<file path="src/rtl/wall_game_fsm.sv">
// Game sequencer ahead of the graphics controller: counts collision pixels per frame,
// steps the wall depth on a frame cadence and decides lose/win/idle.
module wall_game_fsm #(
   parameter int ACTIVE_H_PIXELS     = 1280,
   parameter int ACTIVE_LINES        = 720,
   parameter int MAX_WALL_DEPTH      = 75,
   parameter int GOAL_DEPTH          = 60,
   parameter int GOAL_DEPTH_DELTA    = 10,
   parameter int FRAMES_PER_STEP     = 4,
   parameter int COLLISION_THRESHOLD = 2000,
   parameter int RESULT_FRAMES       = 180
) (
   input  logic        clk_in,
   input  logic        rst_in,
   input  logic [10:0] hcount_in,
   input  logic [9:0]  vcount_in,
   input  logic        is_collision,
   input  logic        start_in,
   output logic [2:0]  game_state_out,
   output logic [7:0]  wall_depth_out,
   output logic [19:0] collision_count_out,
   output logic        frame_tick_out
);

   typedef enum logic [2:0] {
      ST_OVER    = 3'd0,
      ST_PLAYING = 3'd1,
      ST_WIN     = 3'd2,
      ST_IDLE    = 3'd3
   } state_t;

   localparam int STEP_W = $clog2(FRAMES_PER_STEP + 1);
   localparam int RES_W  = $clog2(RESULT_FRAMES + 1);

   localparam logic [10:0]       H_ACT     = 11'(ACTIVE_H_PIXELS);
   localparam logic [9:0]        V_ACT     = 10'(ACTIVE_LINES);
   localparam logic [7:0]        MAX_D     = 8'(MAX_WALL_DEPTH);
   localparam logic [7:0]        LOSE_D    = 8'(GOAL_DEPTH + GOAL_DEPTH_DELTA);
   localparam logic [7:0]        WIN_D     = 8'(GOAL_DEPTH - GOAL_DEPTH_DELTA);
   localparam logic [19:0]       THRESH    = 20'(COLLISION_THRESHOLD);
   localparam logic [STEP_W-1:0] STEP_LAST = STEP_W'(FRAMES_PER_STEP - 1);
   localparam logic [RES_W-1:0]  RES_LAST  = RES_W'(RESULT_FRAMES - 1);

   state_t            state;
   logic [19:0]       coll_cnt;
   logic [STEP_W-1:0] step_cnt;
   logic [RES_W-1:0]  res_cnt;
   logic              start_q;

   logic tick_cond;
   logic pixel_hit;
   logic start_rise;
   logic lose_now;

   assign tick_cond  = (hcount_in == 11'd0) && (vcount_in == V_ACT);
   assign pixel_hit  = is_collision && (hcount_in < H_ACT) && (vcount_in < V_ACT);
   assign start_rise = start_in && !start_q;
   // The lose test looks at the count being latched on this tick, not the stale output.
   assign lose_now   = (wall_depth_out <= LOSE_D) && (coll_cnt > THRESH);

   assign game_state_out = state;

   // NOTE: every register here updates with <= so all decisions read pre-edge values.
   always_ff @(posedge clk_in) begin
      if (rst_in) begin
         state               <= ST_IDLE;
         wall_depth_out      <= MAX_D;
         collision_count_out <= '0;
         frame_tick_out      <= 1'b0;
         coll_cnt            <= '0;
         step_cnt            <= '0;
         res_cnt             <= '0;
         start_q             <= 1'b0;
      end else begin
         start_q        <= start_in;
         frame_tick_out <= tick_cond;

         // Restart with the current pixel so no hit is lost on the tick cycle.
         if (frame_tick_out) begin
            collision_count_out <= coll_cnt;
            coll_cnt            <= pixel_hit ? 20'd1 : 20'd0;
         end else if (pixel_hit && !(&coll_cnt)) begin
            coll_cnt <= coll_cnt + 20'd1;
         end

         case (state)
            ST_IDLE: begin
               wall_depth_out <= MAX_D;
               if (start_rise) begin
                  state    <= ST_PLAYING;
                  step_cnt <= '0;
                  res_cnt  <= '0;
               end
            end

            ST_PLAYING: begin
               if (frame_tick_out) begin
                  if (lose_now) begin
                     state   <= ST_OVER;
                     res_cnt <= '0;
                  end else if (step_cnt == STEP_LAST) begin
                     step_cnt <= '0;
                     if (wall_depth_out <= WIN_D) begin
                        state   <= ST_WIN;
                        res_cnt <= '0;
                     end else begin
                        wall_depth_out <= wall_depth_out - 8'd1;
                     end
                  end else begin
                     step_cnt <= step_cnt + STEP_W'(1);
                  end
               end
            end

            ST_OVER, ST_WIN: begin
               if (start_rise) begin
                  state          <= ST_IDLE;
                  wall_depth_out <= MAX_D;
                  step_cnt       <= '0;
                  res_cnt        <= '0;
               end else if (frame_tick_out) begin
                  if (res_cnt == RES_LAST) begin
                     state          <= ST_IDLE;
                     wall_depth_out <= MAX_D;
                     res_cnt        <= '0;
                  end else begin
                     res_cnt <= res_cnt + RES_W'(1);
                  end
               end
            end

            default: begin
               state          <= ST_IDLE;
               wall_depth_out <= MAX_D;
            end
         endcase
      end
   end

endmodule
</file>
<file path="config.mk">
export PLATFORM = sky130hd
export DESIGN_NAME = wall_game_fsm
export DESIGN_NICKNAME = d
export VERILOG_FILES = /design/src/rtl/wall_game_fsm.sv
export SDC_FILE = /design/constraint.sdc
export NUM_CORES = 1
export LEC_CHECK = 0
export CAP_MARGIN = 10
export CORE_ASPECT_RATIO = 1.25
export CORE_UTILIZATION = 40
export DETAILED_ROUTE_END_ITERATION = 8
export PLACE_DENSITY_LB_ADDON = 0.12
export SYNTH_ARGS = -nofsm -noshare
export SYNTH_HDL_FRONTEND = slang
export SYNTH_SLANG_ARGS = --single-unit
</file>
<file path="constraint.sdc">
create_clock -name clk_in -period 2.7 [get_ports clk_in]
set_input_delay 0.27 -clock clk_in [delete_from_list [all_inputs] [get_ports clk_in]]
set_output_delay 0.27 -clock clk_in [all_outputs]
set_load 0.01 [all_outputs]
</file>
# == Yosys cells after proc, flatten, opt, wreduce, memory -nomap -nowiden ==
# Cells that the tools add are included.
# totals
in_bits,25
ff_bits,64
word_cells,87
output_inout_bits,32
# classes
reduce_logical,20
eq_ne,16
mux,34
order_cmp,5
add_sub_neg,4
# ops
op,count
8-bit two-way mux,15
20-bit two-way mux,2
3-bit two-way mux,12
8-bit one-hot mux with 3 select lines,1
"20-bit by 1-bit adder with 20-bit output, second input constant",1
"20-bit by 11-bit > comparator with 1-bit output, second input constant",1
20-bit AND reduction,1
6-bit AND reduction,3
8-bit one-hot mux with 2 select lines,1
"3-bit != test, second input constant",4
11-bit zero test,1
"11-bit less-than comparator, second input constant",1
"10-bit == test, second input constant",1
"10-bit less-than comparator, second input constant",1
"2-bit != test, second input constant",5
"3-bit by 2-bit == test with 1-bit output, second input constant",3
3-bit one-hot mux with 3 select lines,1
"8-bit by 1-bit adder with 8-bit output, second input constant",1
"8-bit == test, second input constant",1
"8-bit by 6-bit <= comparator with 1-bit output, second input constant",1
"8-bit by 7-bit <= comparator with 1-bit output, second input constant",1
"8-bit by 1-bit subtractor with 8-bit output, second input constant",1
1-bit logical AND,6
3-bit one-hot mux with 2 select lines,1
11 further kinds,13

# == Longest topological paths before layout ==
# Gate-level depths: netlist of run 1.
# depth
ltp_word,6
depth_mapped,8
depth_no_buf,8

# == Least setup slack after synthesis of run 1 ==
# OpenSTA, ideal clock, no wires.
# synth_timing
path_type,register to register
start,register res_cnt[0]
end,register wall_depth_out[2]
setup_slack_ns,0.719
stages_incl_launch_ff,9
setup_ns,0.070
n_path_buf,1
required_ns,2.630
synth_period_minus_slack_ns,1.981
arrival_ns,1.911
cell_sequence,dfxtp_1 -> ha_1 -> nand4_1 -> or4_4 -> nand2_4 -> buf_12 -> nand4_4 -> or4_1 -> a21oi_1
# synth_via
elab_chain_cells,3
# synth_lines
item,line,text
from (decl),47,logic [RES_W-1:0] res_cnt;
from (signal assigned),127,res_cnt <= res_cnt + RES_W'(1);
8-bit == test,122,if (res_cnt == RES_LAST) begin
3-bit != test (no line),-,
6-bit AND reduction (no line),-,
to (signal assigned),107,wall_depth_out <= wall_depth_out - 8'd1;
to (decl),20,"output logic [7:0] wall_depth_out,"
# No other way between the ends.
# A chain may end at the register's enable or synchronous reset.

# == Worst setup path in the final report of run 1 ==
# layout_timing
start,register coll_cnt[0]
end,register res_cnt[4]
# layout_via
elab_chain_cells,5
elab_cells_between_ends,8
classes_between,1 x order compare; 2 x eq/ne; 3 x mux; 2 x reduce/logical
# layout_lines
item,line,text
from (decl),45,logic [19:0] coll_cnt;
from (signal assigned),81,coll_cnt <= pixel_hit ? 20'd1 : 20'd0;
from (signal assigned),83,coll_cnt <= coll_cnt + 20'd1;
20-bit by 11-bit > comparator with 1-bit output (*),59,assign lose_now = (wall_depth_out <= LOSE_D) && (coll_cnt > THRESH);
1-bit logical AND (*),59,
8-bit two-way mux,98,if (lose_now) begin
8-bit two-way mux,97,if (frame_tick_out) begin
8-bit one-hot mux with 3 select lines,86,case (state)
# Every way passes the cells marked *; elsewhere a longest branch is shown, timed or not. The select of a mux whose other input is x is not followed.

==> results_dict.tcl, run 1 <==
set metrics [dict create \
    start_kind "flop" \
    synth-edff-count 0 \
    final_cells 508 \
    die_h_um 101 \
    regToRegSetupSlack_ns 0.54 \
    cap_viol_max_count 0 \
    critical_path_class "flop to flop" \
    grt-ovfl-total 0 \
    crit_arrival_ns 2.43 \
    seq_area_frac_synth 0.403 \
    dpl_cell_area_um2 3740 \
    netlist_instances 355 \
    final_cell_area_um2 3940 \
    fp.dieW_um 81.1 \
    core_um2 7490 \
    drtIter0Drc 94 \
    drv_slew 0 \
    rsz0062_at_grt "false" \
    finalCritPeriodShare 0.801 \
    clk_pin_slew_ns 0.08 \
    fin_skew_ns 0.0148 \
    grt_max_degree 33 \
    hold_depth 2 \
    hold-worst-slack_ns 0.484 \
    worst_pin_slew_ns 0.540 \
    grt_usage 0.186 \
    vias 2748 \
    drc 0 \
    outcome "complete, no violations" \
    crit_slowest_cell "nor4_1" \
    n_fill_cell 728 \
    fp-row-count 35 \
    worstSetupEndpointType "flop" \
    ys_ff_latch 63 \
    die-area_um2 8180 \
    cp_max_fo 10 \
    cts_max_level 3 \
    crit_buf_inv 1 \
    cts_buffers 9 \
    syn-mean-instance-area_um2 8.81 \
    synth_fp_nets 386 \
    synth_ff_type "dfxtp_1" \
    cp_slowest_stage_delay_ns 0.41 \
    power.total_mw 1.93 \
    max_freq_mhz 462 \
    setup_violations 0 \
    cts-root-buf "clkbuf_8" \
    multi_input_area_um2 1740 \
    slew_headroom 0.638 \
    antenna_found_initial 0 \
    area_delta_synth_final_pct 25.7 \
    n_antenna_cell 0 \
    io_buffers 55 \
    wire_per_inst_um 13.8 \
    rr_endpoint "res_cnt[4]" \
    cts_tree "done" \
    path_cells "inv_1 > ha_1 > nor4b_2 > nor4_1 > o21a_1 > o21ai_2 > nand4bb_1 > a21oi_1" \
    seqCellArea_um2 1260 \
    yosys_warnings 0 \
    gp_congestion 0.824 \
    routed_wl_mm 7.01 \
    cp.required_ns 2.97 \
    grt_pass1_vias 2595 \
    r2r-start "coll_cnt[0]" \
    clock_latency_ns 0.34 \
    min_to "res_cnt[1]" \
    drive_gt1_frac 0.0841 \
    cpLargestDelayFamily "simple AND/OR/NAND/NOR gates" \
    nNetsFinal 443 \
    hold_start "res_cnt[1]" \
    r2r_cells 8 \
    worstHoldPathType "flop to flop" \
    drtAntennaViolNets 0 \
    cellLeakagePower_nw 1.34 \
    start_util 0.418 \
    synth-async-reset-ratio 0 \
    hpwlAfterDp_mm 5.06 \
    final_hold_viol_count 0 \
    cts_hold_buf 0 \
    synth_cell_type_count 63 \
    top_level_ports 57 \
    cts_resized 0 \
    dp_cells 493 \
    clkSinkCount 63 \
    dr.pass1.iters 4 \
    post_cts_buffers 0 \
    clockBufferDepth 2 \
    vdd_drop_max_v 0.000324 \
    grt_pass1_wl_mm 11.9 \
    syn_area_um2 3130 \
    routed_via_density 5.41 \
    power_density_nw_per_um2 490 \
    fin_crit_ns 2.16 \
    tns_ns 0 \
]
## layer usage
layer,global-route usage,vias to the layer above,wire (um)
li1,-,1391,-
met1,0.224,1305,3150
met2,0.320,44,3560
met3,0.0299,8,192
met4,0.0852,0,103
met5,0,-,0
## synth_stat cells (3+ instances only)
cell / n / share of area
a21oi_1: 14 / 0.022
a31oi_1: 6 / 0.012
and3_1: 8 / 0.016
clkbuf_1: 9 / 0.011
dfxtp_1: 63 / 0.40
ha_1: 6 / 0.024
inv_1: 6 / 0.0072
mux2i_1: 23 / 0.074
nand2_1: 19 / 0.023
nand2b_1: 4 / 0.0080
nand3_1: 19 / 0.030
nand4_1: 5 / 0.010
nor2_1: 54 / 0.065
nor3_1: 12 / 0.019
nor4_1: 17 / 0.034
o21ai_0: 7 / 0.011
o21ai_1: 3 / 0.0048
or3_1: 4 / 0.0080
or4_1: 3 / 0.0072
xnor2_1: 20 / 0.056
## cell families (layout without fill, tap and decap cells)
group                    Yosys count  after routing  synth area share
XOR/XNOR                          20             20            0.0560
AND/OR/NAND/NOR                  171            171             0.298
AO/OA/AOI/OAI                     49             49             0.102
other                              1              1           0.00120
flip-flops                        63             63             0.403
multiplexers                      23             23            0.0736
buffers and inverters             22             83            0.0424
adder cells (fa/ha/maj)            6              6            0.0240
## sequential cells by signal, indices dropped and copies added (netlist names)
register             flops
coll_cnt                20
collision_count_out     20
frame_tick_out           1
game_state_out           2
res_cnt                  8
start_q                  1
step_cnt                 3
wall_depth_out           8
## how the worst max path moves through the flow
| stage | from | to | slack, ns | depth (start not counted) |
|---|---|---|---|---|
| final | coll_cnt[0] | res_cnt[4] | 0.54 | 8 |
| after global routing | coll_cnt[0] | res_cnt[4] | 0.35 | 8 |
| after CTS | coll_cnt[0] | res_cnt[4] | 0.55 | 8 |
| after detailed placement | start_in | wall_depth_out[4] | 0.38 | 7 |
| after global placement | start_in | wall_depth_out[4] | 0.41 | 7 |
| after floorplan | res_cnt[0] | wall_depth_out[2] | 0.72 | 8 |
## final cells by class
type                            count  share of cell area
Multi-Input combinational cell    270               0.441
Sequential cell                    63               0.321
Timing Repair Buffer               62               0.153
Clock buffer                       12              0.0394
Tap cell                           92              0.0293
Clock inverter                      3              0.0108
Inverter                            6             0.00572
## through the flow
stage               worst slack, ns   util
floorplan                     0.719      -
global placement              0.406  0.499
detailed placement            0.383  0.499
CTS                           0.554  0.525
global route                  0.348  0.525
finish                        0.536  0.525
## report_power, final
group | leakage (nW) | switching [mW] | internal [mW]
sequential | 0.508 | 0.00861 | 0.937
clock | 0.0985 | 0.352 | 0.471
combinational | 0.737 | 0.0798 | 0.0800
total | 1.34 | 0.440 | 1.49
## worst reg2reg max path, stage by stage, from the launching register on
cell	delay, ns
dfxtp_1	0.39
inv_1	0.09
ha_1	0.19
nor4b_2	0.15
nor4_1	0.41
o21a_1	0.29
o21ai_2	0.17
nand4bb_1	0.25
a21oi_1	0.15
## cells in the final DEF (no fill, tap or decap), types with 2 or more instances in the layout
cell,netlist,routed
or4_1,3,3
nor3_1,12,12
buf_4,2,7
nor4_1,17,17
or3_1,4,4
o21ai_1,3,3
nand3b_1,2,2
mux2i_1,23,23
o21ai_0,7,7
nand4_1,5,5
ha_1,6,6
a31oi_1,6,6
and3_1,8,8
o21bai_1,2,2
nor2_1,54,54
nand3_1,19,19
nor2b_1,2,2
and2_1,2,2
nor4b_1,2,2
o31ai_1,2,2
o211ai_1,2,2
o21a_1,2,2
inv_1,6,6
clkbuf_8,1,11
dfxtp_1,63,63
nand2b_1,4,4
clkdlybuf4s50_1,0,55
xnor2_1,20,20
nand2_1,19,19
a21oi_1,14,14
No activity file was read; power rests on OpenSTA's default activity.
==> run 2, diff against run 1 <==
==> constraint.sdc (replaced) <==
create_clock -name clk_in -period 1.9 [get_ports clk_in]
set_input_delay 0.19 -clock clk_in [delete_from_list [all_inputs] [get_ports clk_in]]
set_output_delay 0.19 -clock clk_in [all_outputs]
set_load 0.01 [all_outputs]
==> results_dict.tcl, run 2 (synthesis results as in run 1) <==
set metrics [dict create \
    outcome "complete, but fails checks" \
    top_level_ports 57 \
    nNetsFinal 509 \
    routed_wl_mm 8.15 \
    p_seq_frac 0.471 \
    n_antenna_cell 0 \
    cts_tree "done" \
    antenna_found_initial 0 \
    dr.pass1.iters 4 \
    cp_slowest_stage_delay_ns 0.45 \
    cp.required_ns 2.17 \
    top_usage_layer "met2" \
    worstHoldPathType "input port to flop" \
    comb_power_share 0.113 \
    violations "setup timing" \
    start_kind "flop" \
    area_delta_synth_final_pct 48.6 \
    clkSinkCount 63 \
    start_util 0.418 \
    sw_frac_of_total 0.244 \
    die_h_um 101 \
    routed_via_density 5.28 \
    vias 3037 \
    grt_pass1_vias 2878 \
    clockPowerShare 0.417 \
    p_int_mw 2.15 \
    final_hold_viol_count 0 \
    drive_gt1_frac 0.296 \
    finalCritPeriodShare 1.01 \
    cts_hold_buf 0 \
    critical_path_class "flop to flop" \
    fin_ws_ns -0.0274 \
    grt-ovfl-total 0 \
    grt_usage 0.205 \
    gp_congestion 0.848 \
    core_um2 7490 \
    cts-root-buf "clkbuf_8" \
    cap_viol_max_count 0 \
    fp.dieW_um 81.1 \
    grt_pass1_wl_mm 12.9 \
    clock_latency_ns 0.33 \
    cts_max_level 3 \
    io_buffers 55 \
    max_freq_mhz 519 \
    clockBufferDepth 2 \
    hpwlAfterDp_mm 5.81 \
    crit_path_frequent_cell "or4_4" \
    path_cells "ha_4 > nand4_1 > or4_4 > nand2_4 > buf_8 > nand4_4 > or4_4 > a21oi_2" \
    fin_crit_ns 1.93 \
    mostFrequentLayoutCells "buf_4 (69), clkdlybuf4s50_1 (55), dfxtp_1 (54)" \
    grt_util_met1 0.224 \
    final_common_cell "buf_4" \
    grt_max_degree 24 \
    reg_top3 "coll_cnt x20, collision_count_out x20" \
    fin_skew_ns 0.0104 \
    power_density_nw_per_um2 612 \
    hold-worst-slack_ns 0.417 \
    crit_arrival_ns 2.20 \
    p_sw_mw 0.695 \
    wire_per_inst_um 14.2 \
    fp-row-count 35 \
    grt_use_met2 0.369 \
    preCtsSetupSlack_ns -0.232 \
    setup_violations 3 \
    drv_slew 0 \
    drc 0 \
    grtUsageMet3 0.0362 \
    cellLeakagePower_nw 1.71 \
    drtIter0Drc 72 \
    vdd_drop_max_v 0.000596 \
    die-area_um2 8180 \
    rsz0062_at_grt "true" \
    cp_max_fo 7 \
    fin_util 0.621 \
    crit_slowest_cell "or4_4" \
    clk_pin_slew_ns 0.08 \
    cts_buffers 9 \
    worstSetupEndpointType "flop" \
    power.total_mw 2.84 \
    drtAntennaViolNets 0 \
]
## run 2: cell types whose count changed in the layout (fill, tap and decap cells not counted), moves of 5 or more
cell     previous run  this run
dfxtp_1            63        54
dfxtp_2             0         9
nor4_1             17        10
buf_4               7        69
nor4_2              0         6
a21oi_1            14         9
a21oi_2             0         5
## run 2: what timing repair did
action | CTS | global route
gates resized for setup | 26 | 26
pin swaps | 13 | 9
buffers inserted | 3 | 5
setup endpoints to repair | 22 | 36
## run 2: power groups by stage
| stage | clock network [mW] | registers [mW] | logic, mW |
|---|---|---|---|
| after floorplan | 0 | 1.37 | 0.138 |
| after global placement | 0 | 1.37 | 0.283 |
| after detailed placement | 0 | 1.37 | 0.286 |
| after CTS | 1.21 | 1.34 | 0.300 |
| after global routing | 1.26 | 1.34 | 0.350 |
| final | 1.18 | 1.34 | 0.320 |
## run 2: routing by layer
metal / vias to the layer above / part of all wire
li1: 1520 / -
met1: 1453 / 0.43
met2: 51 / 0.53
met3: 13 / 0.026
met4: 0 / 0.020
met5: - / 0
## run 2: critical path: cells and delay by family, from the launching register on
family,cells,cell delay (ns)
buffers and inverters,1,0.11
flip-flops,1,0.36
AO/OA/AOI/OAI,1,0.12
AND/OR/NAND/NOR,5,1.15
adder cells (fa/ha/maj),1,0.13
## run 2: cell type report
class                      count  area, um2
multi-input combinational    270       1920
clock inverter                 5       57.6
timing repair buffer         128       1120
clock buffer                  11        141
inverter                       6       22.5
sequential                    63       1270
tap                           92        115
fill                         669       2840
## run 2: path summary, 6_finish.rpt
kind,from,slack (ns),cells after the start,endpoint
setup / recovery,res_cnt[1],-0.03,8,wall_depth_out[2]
hold / removal,hcount_in[8],0.42,2,frame_tick_out
setup reg to reg,res_cnt[1],-0.03,8,wall_depth_out[2]
hold reg to reg,step_cnt[1],0.49,2,step_cnt[1]
## run 2: metrics by stage
step                std cells  TNS (ns)  cell area (um2)
finish                    575   -0.0308             4650
global route              575    -0.798             4650
CTS                       571   -0.0340             4530
detailed placement        553     -4.66             4190
global placement          553     -3.83             4190
floorplan                 355   -0.0473             3130
